[config.mk]
export PLATFORM = sky130hd
export DESIGN_NAME = turn_controller_flat
export DESIGN_NICKNAME = d
export VERILOG_FILES = /design/src/rtl/turn_controller_pkg.sv /design/src/rtl/turn_controller_if.sv /design/src/rtl/turn_controller_watchdog.sv /design/src/rtl/turn_controller.sv /design/src/flat_wrapper.sv
export SDC_FILE = /design/constraint.sdc
export NUM_CORES = 1
export LEC_CHECK = 0
export ABC_CLOCK_PERIOD_IN_PS = 3590
export CORE_ASPECT_RATIO = 0.6
export CORE_UTILIZATION = 25
export CTS_CLUSTER_DIAMETER = 120
export DETAILED_ROUTE_END_ITERATION = 7
export PLACE_DENSITY = 0.41
export SKIP_LAST_GASP = 1
export SYNTH_ARGS = -nofsm -noshare
export SYNTH_HDL_FRONTEND = slang
export SYNTH_SLANG_ARGS = --single-unit
export TNS_END_PERCENT = 50
[constraint.sdc]
create_clock -name clk -period 3.59 [get_ports clk]
set_input_delay 0.359 -clock clk [delete_from_list [all_inputs] [get_ports clk]]
set_output_delay 0.359 -clock clk [all_outputs]
set_load 0.005 [all_outputs]
[src/rtl/turn_controller_pkg.sv]
// Shared phase and result codes for the battle sequencer and the stages it drives.
package game_pkg;

  // One-hot phase codes as seen on the enemy stage's state input.
  typedef enum logic [3:0] {
    TITLE  = 4'b0001,
    PLAYER = 4'b0010,
    RESULT = 4'b0100,
    ENEMY  = 4'b1000
  } state_t;

  typedef enum logic [1:0] {
    RES_NONE = 2'b00,
    RES_WIN  = 2'b01,
    RES_LOSE = 2'b10,
    RES_DRAW = 2'b11
  } result_t;

  localparam int TURN_W = 4;

endpackage

[src/rtl/turn_controller_if.sv]
// Handshake bundle between the turn controller and its neighbours.
// master = the side that produces the events, slave = the controller.
interface turn_controller_if;
  import game_pkg::*;

  logic               new_frame_in;
  logic               start_in;
  logic               player_done_in;
  logic               player_hp_zero_in;
  logic               enemy_hp_zero_in;
  logic               enemy_busy_in;
  logic               enemy_finished_in;
  state_t             state_out;
  logic [TURN_W-1:0]  turn_out;
  result_t            result_out;
  logic               timeout_out;

  modport master (
    output new_frame_in, start_in, player_done_in, player_hp_zero_in,
           enemy_hp_zero_in, enemy_busy_in, enemy_finished_in,
    input  state_out, turn_out, result_out, timeout_out
  );

  modport slave (
    input  new_frame_in, start_in, player_done_in, player_hp_zero_in,
           enemy_hp_zero_in, enemy_busy_in, enemy_finished_in,
    output state_out, turn_out, result_out, timeout_out
  );

endinterface

[src/rtl/turn_controller_watchdog.sv]
// Cycle counter that flags a stalled enemy phase. ENEMY_TIMEOUT must be >= 2.
module turn_watchdog #(
  parameter int ENEMY_TIMEOUT = 6_500_000
) (
  input  logic clk,
  input  logic rst,
  input  logic clear,
  input  logic hold,
  input  logic enable,
  output logic expire
);

  localparam int            CW   = $clog2(ENEMY_TIMEOUT);
  localparam logic [CW-1:0] LAST = CW'(ENEMY_TIMEOUT - 1);

  logic [CW-1:0] r_count;

  // Count enabled cycles; a commit or a busy enemy restarts the count from zero.
  always_ff @(posedge clk or negedge rst) begin
    if (!rst) begin
      r_count <= '0;
    end else if (clear || hold) begin
      r_count <= '0;
    end else if (enable) begin
      r_count <= r_count + CW'(1);
    end
  end

  assign expire = enable && (r_count == LAST);

endmodule

[src/rtl/turn_controller.sv]
// Battle phase sequencer: registers phase requests and commits them on frame pulses.
module turn_controller
  import game_pkg::*;
#(
  parameter int MAX_TURNS     = 15,
  parameter int ENEMY_TIMEOUT = 6_500_000
) (
  input  logic             clk,
  input  logic             rst,
  turn_controller_if.slave bus
);

  localparam logic [TURN_W-1:0] LAST_TURN = TURN_W'(MAX_TURNS - 1);

  state_t             r_state, w_state_next;
  state_t             r_pend_state, w_pend_state_next;
  result_t            r_result, w_result_next;
  result_t            r_pend_result, w_pend_result_next;
  logic [TURN_W-1:0]  r_turn, w_turn_next;
  logic               r_timeout, w_timeout_next;
  logic               r_pend_valid, w_pend_valid_next;

  logic               w_commit;
  logic               w_expire;
  logic               w_wd_enable;
  logic               w_hp_event;
  result_t            w_hp_result;

  assign w_commit    = bus.new_frame_in && r_pend_valid;
  assign w_wd_enable = (r_state == ENEMY) && !r_pend_valid;

  turn_watchdog #(
    .ENEMY_TIMEOUT (ENEMY_TIMEOUT)
  ) u_watchdog (
    .clk    (clk),
    .rst    (rst),
    .clear  (w_commit),
    .hold   (bus.enemy_busy_in),
    .enable (w_wd_enable),
    .expire (w_expire)
  );

  // HP-zero detection is shared by the player and enemy phases.
  always_comb begin
    w_hp_event  = ((r_state == PLAYER) || (r_state == ENEMY)) &&
                  (bus.enemy_hp_zero_in || bus.player_hp_zero_in);
    w_hp_result = RES_LOSE;
    if (bus.enemy_hp_zero_in && bus.player_hp_zero_in) begin
      w_hp_result = RES_DRAW;
    end else if (bus.enemy_hp_zero_in) begin
      w_hp_result = RES_WIN;
    end
  end

  // Next-state: apply a due commit, then register at most one new request.
  always_comb begin
    w_state_next       = r_state;
    w_result_next      = r_result;
    w_turn_next        = r_turn;
    w_timeout_next     = r_timeout;
    w_pend_valid_next  = r_pend_valid;
    w_pend_state_next  = r_pend_state;
    w_pend_result_next = r_pend_result;

    if (w_commit) begin
      w_state_next      = r_pend_state;
      w_result_next     = r_pend_result;
      w_pend_valid_next = 1'b0;
      if (r_pend_state == PLAYER) begin
        if (r_state == TITLE) begin
          w_turn_next    = '0;
          w_timeout_next = 1'b0;
        end else if (r_turn != '1) begin
          w_turn_next = r_turn + TURN_W'(1);
        end
      end
    end

    // A decided battle outcome must never be replaced by a later event.
    if (w_hp_event && !(r_pend_valid && (r_pend_state == RESULT))) begin
      w_pend_valid_next  = 1'b1;
      w_pend_state_next  = RESULT;
      w_pend_result_next = w_hp_result;
    end else if (!r_pend_valid) begin
      case (r_state)
        TITLE: begin
          if (bus.start_in) begin
            w_pend_valid_next  = 1'b1;
            w_pend_state_next  = PLAYER;
            w_pend_result_next = RES_NONE;
          end
        end
        PLAYER: begin
          if (bus.player_done_in) begin
            w_pend_valid_next  = 1'b1;
            w_pend_state_next  = ENEMY;
            w_pend_result_next = RES_NONE;
          end
        end
        ENEMY: begin
          if (bus.enemy_finished_in || w_expire) begin
            w_pend_valid_next = 1'b1;
            if (r_turn == LAST_TURN) begin
              w_pend_state_next  = RESULT;
              w_pend_result_next = RES_DRAW;
            end else begin
              w_pend_state_next  = PLAYER;
              w_pend_result_next = RES_NONE;
            end
            if (w_expire) begin
              w_timeout_next = 1'b1;
            end
          end
        end
        RESULT: begin
          if (bus.start_in) begin
            w_pend_valid_next  = 1'b1;
            w_pend_state_next  = TITLE;
            w_pend_result_next = RES_NONE;
          end
        end
        default: ;
      endcase
    end
  end

  // State and output registers; reset drops any in-flight request.
  always_ff @(posedge clk or negedge rst) begin
    if (!rst) begin
      r_state       <= TITLE;
      r_result      <= RES_NONE;
      r_turn        <= '0;
      r_timeout     <= 1'b0;
      r_pend_valid  <= 1'b0;
      r_pend_state  <= TITLE;
      r_pend_result <= RES_NONE;
    end else begin
      r_state       <= w_state_next;
      r_result      <= w_result_next;
      r_turn        <= w_turn_next;
      r_timeout     <= w_timeout_next;
      r_pend_valid  <= w_pend_valid_next;
      r_pend_state  <= w_pend_state_next;
      r_pend_result <= w_pend_result_next;
    end
  end

  assign bus.state_out   = r_state;
  assign bus.turn_out    = r_turn;
  assign bus.result_out  = r_result;
  assign bus.timeout_out = r_timeout;

endmodule

[src/flat_wrapper.sv]
// flat-port wrapper written by rule: the top's interface ports become plain ports
module turn_controller_flat import game_pkg::*;
#(
  parameter int MAX_TURNS     = 15,
  parameter int ENEMY_TIMEOUT = 6_500_000
)
  (clk, rst, bus_new_frame_in, bus_start_in, bus_player_done_in, bus_player_hp_zero_in, bus_enemy_hp_zero_in, bus_enemy_busy_in, bus_enemy_finished_in, bus_state_out, bus_turn_out, bus_result_out, bus_timeout_out);
  turn_controller_if bus_i ();
  input  logic clk;
  input  logic rst;
  input wire logic [$bits(bus_i.new_frame_in)-1:0] bus_new_frame_in;
  input wire logic [$bits(bus_i.start_in)-1:0] bus_start_in;
  input wire logic [$bits(bus_i.player_done_in)-1:0] bus_player_done_in;
  input wire logic [$bits(bus_i.player_hp_zero_in)-1:0] bus_player_hp_zero_in;
  input wire logic [$bits(bus_i.enemy_hp_zero_in)-1:0] bus_enemy_hp_zero_in;
  input wire logic [$bits(bus_i.enemy_busy_in)-1:0] bus_enemy_busy_in;
  input wire logic [$bits(bus_i.enemy_finished_in)-1:0] bus_enemy_finished_in;
  output wire logic [$bits(bus_i.state_out)-1:0] bus_state_out;
  output wire logic [$bits(bus_i.turn_out)-1:0] bus_turn_out;
  output wire logic [$bits(bus_i.result_out)-1:0] bus_result_out;
  output wire logic [$bits(bus_i.timeout_out)-1:0] bus_timeout_out;
  assign bus_i.new_frame_in = bus_new_frame_in;
  assign bus_i.start_in = bus_start_in;
  assign bus_i.player_done_in = bus_player_done_in;
  assign bus_i.player_hp_zero_in = bus_player_hp_zero_in;
  assign bus_i.enemy_hp_zero_in = bus_enemy_hp_zero_in;
  assign bus_i.enemy_busy_in = bus_enemy_busy_in;
  assign bus_i.enemy_finished_in = bus_enemy_finished_in;
  assign bus_state_out = bus_i.state_out;
  assign bus_turn_out = bus_i.turn_out;
  assign bus_result_out = bus_i.result_out;
  assign bus_timeout_out = bus_i.timeout_out;
  turn_controller #(.MAX_TURNS(MAX_TURNS), .ENEMY_TIMEOUT(ENEMY_TIMEOUT)) u_core (.clk(clk), .rst(rst), .bus(bus_i));
endmodule
# After elaboration in Yosys (flattened, before gate mapping)

Cells that the tools add are included.
W data, S select, Z words.

Register bits: 41
Latch bits: 0
Memory bits (writable): 0
ROM bits: 0
Logic and storage cells: 82
Memories: 0

Add/subtract/negate cells: 2
Multipliers: 0
Div/mod/pow operators: 0
$lt $le $gt $ge: 0
Equality and inequality tests: 15
Shift operators: 0
Mux-type cells: 36
Bitwise logic cells: 0
Reductions and logical operators: 21

Operators with widths:

| kind                    | count |
|---|---|
| $mux W23                | 2 |
| $mux W4                 | 8 |
| $add A23 B1 Y23 const B | 1 |
| $eq A23 B23 Y1 const B  | 1 |
| $mux W2                 | 8 |
| $pmux W4 S4             | 1 |
| $mux W1                 | 14 |
| $ne A3 B3 Y1 const B    | 3 |
| $eq A4 B2 Y1 const B    | 2 |
| $eq A4 B3 Y1 const B    | 2 |
| $eq A4 B4 Y1 const B    | 2 |
| $logic_and A1 B1 Y1     | 7 |
| $pmux W2 S3             | 1 |
| $reduce_and A6 Y1       | 1 |
| $reduce_and A5 Y1       | 1 |
| $reduce_bool A5 Y1      | 1 |
| $add A4 B1 Y4 const B   | 1 |
| $eq A4 B1 Y1 const B    | 1 |
| $logic_or A1 B1 Y1      | 4 |
| $ne A4 B4 Y1 const B    | 1 |
| $reduce_bool A2 Y1      | 2 |
| $reduce_bool A4 Y1      | 1 |
| $mux W3                 | 1 |
| $ne A3 B1 Y1 const B    | 1 |
| other kinds (6)         | 7 |

# Logic depth before layout (Yosys ltp)

Gate-level depths: netlist of the first run.

Word-level depth: 9
Gate-level depth with buffers: 6
Mapped depth without buffers: 6

# Modules after synthesis

Synthesis of the first run repeated with hierarchy kept, for this count alone.

Cell total of the unflattened synthesis: 235
Area, all modules: 2278.4 um^2

Modules (own cells, without submodules):

| module          | times used | cells an instance | area an instance (um^2) | seq. area each (um^2) |
|---|---|---|---|---|
| turn_watchdog   | 1          | 130               | 1208.7                  | 575.6 |
| turn_controller | 1          | 105               | 1069.8                  | 452.9 |

# Worst setup path after synthesis of the first run

OpenSTA, ideal clock, no wires.

Kind: register to register
Start point: register u_core.r_state[1] (netlist: u_core.bus.state_out[1])
End point: register u_core.r_pend_result[0]
Setup time: 0.125 ns
Data arrival time: 1.875 ns
Path slack: 1.590 ns
Stages on the path, launching flop included: 6
Period minus slack after synthesis: 2.000 ns
Cell sequence: dfrtp_1 buf_2 nor4b_2 nand2_1 o32ai_4 mux2_4

Cells in the longest elaborated chain, start to end: 6

Ends and longest elaborated chain:

| what                                                             | line                                                                | RTL |
|---|---|---|
| from (decl)                                                      | turn_controller.sv:15                                               | `state_t r_state, w_state_next;` |
| from (signal assigned)                                           | turn_controller.sv:138                                              | `r_state <= w_state_next;` |
| $eq A4 B4 Y1 / $eq A4 B2 Y1 (equally long branches)              | turn_controller.sv:30, turn_controller.sv:45, turn_controller.sv:85 |  |
| $logic_and A1 B1 Y1 / $logic_or A1 B1 Y1 (equally long branches) | turn_controller.sv:30, turn_controller.sv:45                        |  |
| $logic_and A1 B1 Y1, on equally long branches                    | turn_controller_watchdog.sv:29, turn_controller.sv:45               |  |
| $logic_or A1 B1 Y1 / $logic_and A1 B1 Y1 (equally long branches) | turn_controller.sv:101, turn_controller.sv:80                       |  |
| $ne A3 B3 Y1 (no source line) (tied with other cells)            | --                                                                  |  |
| $reduce_and A5 Y1 (no source line)                               | --                                                                  |  |
| to (signal assigned)                                             | turn_controller.sv:144                                              | `r_pend_result <= w_pend_result_next;` |
| to (decl)                                                        | turn_controller.sv:18                                               | `result_t r_pend_result, w_pend_result_next;` |

Parallel ways exist; a longest one is shown, timed or not. The select of a mux whose other input is x is not followed.
A chain may end at the register's enable or synchronous reset.

# Worst setup path in the final report of the first run

Start point: register u_core.r_state[3] (netlist: u_core.bus.state_out[3])
End point: register u_core.r_pend_result[0]

Same word-level chain as after synthesis.

==> metrics.yaml, run 1 <==
status:
  status: "finished clean"
critical_path:
  cp-end-kind: "flop"
  critPathLaunchType: "flop"
  crit_buf_inv: 0
  crit_fanout: 16
  critPathArrivalTime_ns: 2.58
  cpPeakStageDelay_ns: 0.67
  slowest_stage: "dfrtp_1"
  crit_type: "reg -> reg"
  path_cells: "nor4b_2 -> nand2_1 -> o32ai_4 -> mux2_4"
  cpLargestDelayFamily: "simple AND/OR/NAND/NOR gates"
  cp_data_required_time_ns: 3.76
finish:
  diodes: 0
  layout.nets: 271
  drive_above_1_share_pct: 10.8
  final_cell_mix: "dfrtp_1, nor2_1, clkdlybuf4s50_1"
  syn_to_final_growth_pct: 19.0
  final_common_cell: "dfrtp_1"
pwr:
  ir_drop_mv: 0.167
  p_leak_uw: 0.00116
  power_density_nw_per_um2: 331
  finalPower_uw: 938
grt:
  use_met2_pct: 14.9
  grt_util_met1_pct: 24.0
  grt_pass1_vias: 1761
  antenna_found_initial: 0
  use_met3_pct: 3.17
  grt_pass1_wl_um: 10300
  busiest_layer: "met1"
  track_usage_pct: 13.8
  grt_overflow: 0
  grt_max_degree: 42
synth:
  ys_types: 47
  async_flop_share_pct: 100
  synth_top_area_share_pct: 41.0
  synth_seq_cells: 41
  syn_avg_cell_area_um2: 9.89
  synth.yosys.seq_area_share_pct: 43.2
  synth_top_family_by_area: "simple AND/OR/NAND/NOR gates"
  syn-num-nets: 253
  synthFlopType: "dfrtp_1"
  synth_top_area_cell: "dfrtp_1"
  synth_compound_area_share_pct: 10.6
  synth_cells: 241
  mappedNetlistArea_um2: 2380
  synth_fa_ha_area_share_pct: 1.58
  muxShareOfSynthArea_pct: 4.41
  synth_area_leaders: "dfrtp_1, nor2_1, xnor2_1"
  ys_warn_count: 0
  post_synth_xor_area_fraction_pct: 9.56
  synth-simple-area-share_pct: 27.1
  synth_edf_count: 0
cts:
  postCtsHoldBufs: 0
  post-cts-setup-buffers: 0
  cts_root_buf: "clkbuf_16"
  path_clk_slew_ns: 0.06
  cts_htree_levels: 2
  cts_sinks: 41
  post_cts_resized: 0
  cts_tree: "done"
  cts_buffer_depth: 2
  insertion_delay_ns: 0.29
  cts_buffers: 5
sta:
  hold_ws_ns: 0.225
  slew_headroom_pct: 35.9
  finalClockSkew_ns: 0.00502
  min_period_ns: 2.41
  slew_viol_final: 0
  hold_viol: 0
  max_clock_freq_mhz: 415
  min_period_over_period_pct: 67.1
  worst_pin_slew_ns: 0.962
  setup_viol: 0
  finalSetupTns_ns: 0
  rsz0062_at_grt: "false"
route:
  firstDrtPassIters: 4
  drc_errors: 0
  drt_iter0_drc: 156
  via_per_inst: 4.70
  num_vias: 1833
  ant_nets: 0
  routed_wirelength_um: 6200
  wire_per_inst_um: 15.9
die:
  core_area_um2: 9220
  start_util_pct: 25.8
  io_pins: 20
  rows: 27
  design.die.area_um2: 9940
  die_x_um: 128
  die_y_um: 77.6
job:
  cap_violations: 0
placed_design:
  detailedPlacementHpwl_um: 4620
  finalWeightedCongestion: 0.807
  port_buffers: 19
worst_hold_path:
  hold_class: "in -> async"
power by group:
group | switching (uW) | internal (uW) | leakage [uW] | total [uW]
Combinational | 21.8 | 10.0 | 0.000548 | 31.8
Sequential | 0.000000000000644 | 462 | 0.000545 | 462
Clock | 189 | 255 | 0.0000696 | 444
per-layer routing:
| layer | part of all wire, % | vias to the layer above |
|---|---|---|
| met1 | 62 | 888 |
| li1 | - | 901 |
| met4 | 1.3 | 0 |
| met5 | 0 | - |
| met2 | 33 | 37 |
| met3 | 3.9 | 7 |
sequential cells by signal, summed over array words and instances, names as in the netlist:
name                       flops
u_core.u_watchdog.r_count     23
u_core.bus.state_out           4
u_core.bus.turn_out            4
u_core.r_pend_state            4
u_core.bus.result_out          2
u_core.r_pend_result           2
u_core.bus.timeout_out         1
u_core.r_pend_valid            1
area by class of cell:
class / instances / area (um2)
well taps: 130 / 163
multi-input cells: 180 / 1270
flip-flops and latches: 41 / 1030
inverters: 11 / 41.3
clock inverters: 3 / 17.5
repair buffers: 20 / 193
fillers: 969 / 6390
clock buffers: 5 / 125
stage by stage:
step                      instances  worst slack, ns  cell area, um2  util [%]
final                           390             1.18            2840      30.7
after global routing            390             1.05            2840      30.7
after CTS                       390             1.18            2840      30.7
after detailed placement        382             1.21            2690      29.2
after global placement          382             1.15            2690      29.2
after floorplan                 241             1.59            2380         -
worst register-to-register path: cells and delay by family (launching register included):
kind             cells  cell delay [ns]
AND/OR/NAND/NOR      2             0.77
flip-flops           1             0.67
multiplexers         1             0.35
AO/OA/AOI/OAI        1             0.52
final timing paths:
| check | slack, ns | end | depth (start not counted) | startpoint |
|---|---|---|---|---|
| setup / recovery | 1.18 | u_core.r_pend_result[0] | 4 | u_core.bus.state_out[3] |
| hold / removal | 0.22 | u_core.bus.state_out[3] | 1 | rst |
| setup reg to reg | 1.18 | u_core.r_pend_result[0] | 4 | u_core.bus.state_out[3] |
| hold reg to reg | 0.52 | u_core.bus.result_out[0] | 1 | u_core.r_pend_result[0] |
| max in group asynchronous | 2.77 | u_core.u_watchdog.r_count[14] | 1 | rst |
| min in group clk | 0.52 | u_core.bus.result_out[0] | 1 | u_core.r_pend_result[0] |
cell families after synthesis:
kind of cell	count (synthesis)
adders and majority gates	3
AOI/OAI and AO/OA	32
xor gates and xnor gates	26
muxes	8
and+or+nand+nor	111
DFF	41
buffers and inverters	20
cell usage after synthesis, types with 2 or more instances:
| master | number |
|---|---|
| ha_1 | 3 |
| nand4b_1 | 2 |
| and2_1 | 2 |
| o2111ai_1 | 2 |
| nor4b_2 | 2 |
| o21ai_0 | 5 |
| a21o_1 | 4 |
| nand3_1 | 9 |
| nor3b_1 | 3 |
| dfstp_2 | 2 |
| nor2b_1 | 2 |
| nor4_1 | 4 |
| mux2_2 | 4 |
| inv_1 | 11 |
| nand2_1 | 15 |
| nand4_1 | 9 |
| buf_4 | 2 |
| nor4b_1 | 3 |
| and3_1 | 4 |
| nor2_1 | 34 |
| o31ai_1 | 2 |
| nor3_1 | 6 |
| mux2_4 | 4 |
| and4_1 | 6 |
| xor2_1 | 12 |
| xnor2_1 | 14 |
| clkbuf_1 | 4 |
| dfrtp_1 | 39 |
| buf_2 | 3 |
| o211ai_1 | 2 |
| or3_1 | 3 |
| a21oi_1 | 8 |
| o32a_1 | 2 |
Note: power is estimated with default switching activity, not from simulation.
==> run 2: changes to the inputs <==
--- a/config.mk
+++ b/config.mk
@@ -5,12 +5,12 @@
 export SDC_FILE = /design/constraint.sdc
 export NUM_CORES = 1
 export LEC_CHECK = 0
-export ABC_CLOCK_PERIOD_IN_PS = 3590
+export ABC_CLOCK_PERIOD_IN_PS = 2050
 export CORE_ASPECT_RATIO = 0.6
 export CORE_UTILIZATION = 25
 export CTS_CLUSTER_DIAMETER = 120
 export DETAILED_ROUTE_END_ITERATION = 7
-export PLACE_DENSITY = 0.41
+export PLACE_DENSITY = 0.42
 export SKIP_LAST_GASP = 1
 export SYNTH_ARGS = -nofsm -noshare
 export SYNTH_HDL_FRONTEND = slang
==> constraint.sdc (replaced) <==
create_clock -name clk -period 2.05 [get_ports clk]
set_input_delay 0.205 -clock clk [delete_from_list [all_inputs] [get_ports clk]]
set_output_delay 0.205 -clock clk [all_outputs]
set_load 0.005 [all_outputs]
==> run 2 against run 1 <==
Against the previous run: the run now ends with negative setup slack left; utilization increased by 4.0 points; clock power is 110% higher; register-to-register slack got worse by 1.2 ns; design area grew 13%; power is 93% higher; global-route usage is essentially flat; critical endpoint is now u_core.r_pend_state[1]; largest cell class unchanged; largest power group is now the clock network.
==> metrics.yaml, run 2 (synthesized netlist as in run 1, its figures left out) <==
cts:
  cts_buffers: 5  # unchanged
  insertion_delay_ns: 0.28  # was 0.29 ns
  post-cts-setup-buffers: 0  # unchanged
  cts_buffer_depth: 2  # unchanged
  cts_sinks: 41  # unchanged
  cts_root_buf: "clkbuf_16"  # unchanged
  cts_tree: "done"  # unchanged
  path_clk_slew_ns: 0.06  # about the same
  cts_htree_levels: 2  # unchanged
critical_path:
  cp_data_required_time_ns: 2.22  # was 3.76 ns
  crit_fanout: 8  # was 16
  timing.rr.start: "u_core.bus.state_out[0]"  # was u_core.bus.state_out[3]
  rr_endpoint: "u_core.r_pend_state[1]"  # was u_core.r_pend_result[0]
  critPathLaunchType: "flop"  # unchanged
  cp-end-kind: "flop"  # unchanged
  critPathArrivalTime_ns: 2.23  # was 2.58 ns
  r2r_cells: 5  # was 4
  crit_type: "reg -> reg"  # unchanged
  r2r_setup_slack_ns: -0.009  # was 1.18 ns
grt:
  grt_pass1_wl_um: 10200  # was 10300 um
  grt_max_degree: 23  # was 42
  grt_pass1_vias: 1791  # was 1761
  antenna_found_initial: 0  # unchanged
  grt_overflow: 0  # unchanged
  track_usage_pct: 13.8  # about the same
route:
  via_per_inst: 4.54  # was 4.70
  drc_errors: 0  # unchanged
  ant_nets: 0  # unchanged
  num_vias: 1940  # was 1833
  wire_per_inst_um: 15.2  # was 15.9 um
  firstDrtPassIters: 4  # unchanged
  routed_wirelength_um: 6500  # was 6200 um
  drt_iter0_drc: 99  # was 156
finish:
  diodes: 0  # unchanged
  largest_reg_flops: 23  # unchanged
  layout.nets: 308  # was 271
  regMostFlops: "u_core.u_watchdog.r_count"  # unchanged
  drive_above_1_share_pct: 23.6  # was 10.8%
  utilization_pct: 34.7  # was 30.7%
  final_common_cell: "dfrtp_1"  # unchanged
  final_cell_mix: "dfrtp_1, buf_4, nor2_1"  # was dfrtp_1, nor2_1, clkdlybuf4s50_1
  syn_to_final_growth_pct: 34.5  # was 19.0%
die:
  start_util_pct: 25.8  # unchanged
  design.die.area_um2: 9940  # unchanged
  io_pins: 20  # unchanged
  rows: 27  # unchanged
  core_area_um2: 9220  # unchanged
  die_x_um: 128  # unchanged
  die_y_um: 77.6  # unchanged
sta:
  min_period_over_period_pct: 100  # was 67.1%
  finalClockSkew_ns: 0.00493  # was 0.00502 ns
  setup_viol: 4  # was 0
  min_period_ns: 2.06  # was 2.41 ns
  slew_headroom_pct: 51.6  # was 35.9%
  max_clock_freq_mhz: 486  # was 415 MHz
  rsz0062_at_grt: "true"  # was false
  hold_viol: 0  # unchanged
  slew_viol_final: 0  # unchanged
  layout_setup_ws_ns: -0.00862  # was 1.18 ns
  worst_pin_slew_ns: 0.726  # was 0.962 ns
worst_hold_path:
  hold_class: "in -> async"  # unchanged
pwr:
  power_density_nw_per_um2: 565  # was 331 nW/um2
  finalPower_uw: 1810  # was 938 uW
  ir_drop_mv: 0.472  # was 0.167 mV
  p_leak_uw: 0.00137  # was 0.00116 uW
status:
  violations: "negative setup slack"
  status: "complete, but fails checks"  # was finished clean
placed_design:
  finalWeightedCongestion: 0.814  # was 0.807
  pre_cts_slack_ns: -0.130  # was 1.21 ns
  detailedPlacementHpwl_um: 5050  # was 4620 um
  port_buffers: 19  # unchanged
job:
  cap_violations: 0  # unchanged
run 2: routing by layer:
| layer | global-route usage (%) | share of wire [%] | up-vias |
|---|---|---|---|
| met5 | 0 | 0 | - |
| met1 | 24.2 | 61 | 925 |
| met2 | 15.4 | 34 | 34 |
| met3 | 3.59 | 5.1 | 2 |
| met4 | 2.47 | 0.40 | 0 |
| li1 | - | - | 979 |
run 2: what timing repair did:
item / in CTS / in global routing
pin swaps: 1 / 2
setup endpoints to repair: 6 / 17
resized for setup: 2 / 5
hold buffers: 1 / 0
endpoints found under the hold margin: 19 / 0
run 2: worst max-delay path by stage:
stage | startpoint | to | slack [ns] | cells after the start
CTS | u_core.bus.state_out[0] | u_core.r_pend_state[1] | 0.008 | 5
global placement | bus_start_in | u_core.r_pend_state[1] | -0.06 | 7
finish | u_core.bus.state_out[0] | u_core.r_pend_state[1] | -0.009 | 5
global route | u_core.bus.state_out[0] | u_core.r_pend_state[1] | -0.06 | 5
floorplan | u_core.bus.state_out[1] | u_core.r_pend_result[0] | 0.05 | 5
detailed placement | u_core.r_pend_state[1] | u_core.r_pend_result[0] | -0.13 | 4
run 2: worst max-delay path: stages, from the launching register on:
cell and delay [ns]:
dfstp_2 0.42, or4b_4 0.59, a211oi_2 0.35, o32ai_4 0.20, buf_4 0.18, a32o_1 0.20
run 2: final cells by class:
class / count / area [um2]
tap: 130 / 163
fill: 925 / 6020
inverter: 11 / 41.3
sequential: 41 / 1030
timing repair buffer: 57 / 485
multi-input combinational: 180 / 1310
clock inverter: 2 / 37.5
clock buffer: 6 / 139
run 2: report_power, final:
group | switching, uW | internal (uW) | leakage [uW] | total (uW)
combinational | 39.5 | 22.6 | 0.000739 | 62.1
sequential | 0.000000000000965 | 809 | 0.000545 | 809
clock | 331 | 608 | 0.0000831 | 939
run 2: stage by stage:
stage / hold slack [ns] / setup TNS [ns] / instances / instance area [um2]
final: 0.423 / -0.0189 / 427 / 3200
after global routing: 0.455 / -0.476 / 427 / 3200
after CTS: 0.439 / 0 / 427 / 3170
after detailed placement: 0.200 / -0.566 / 418 / 2980
after global placement: 0.210 / -0.135 / 418 / 2980
after floorplan: -0.0906 / 0 / 241 / 2380
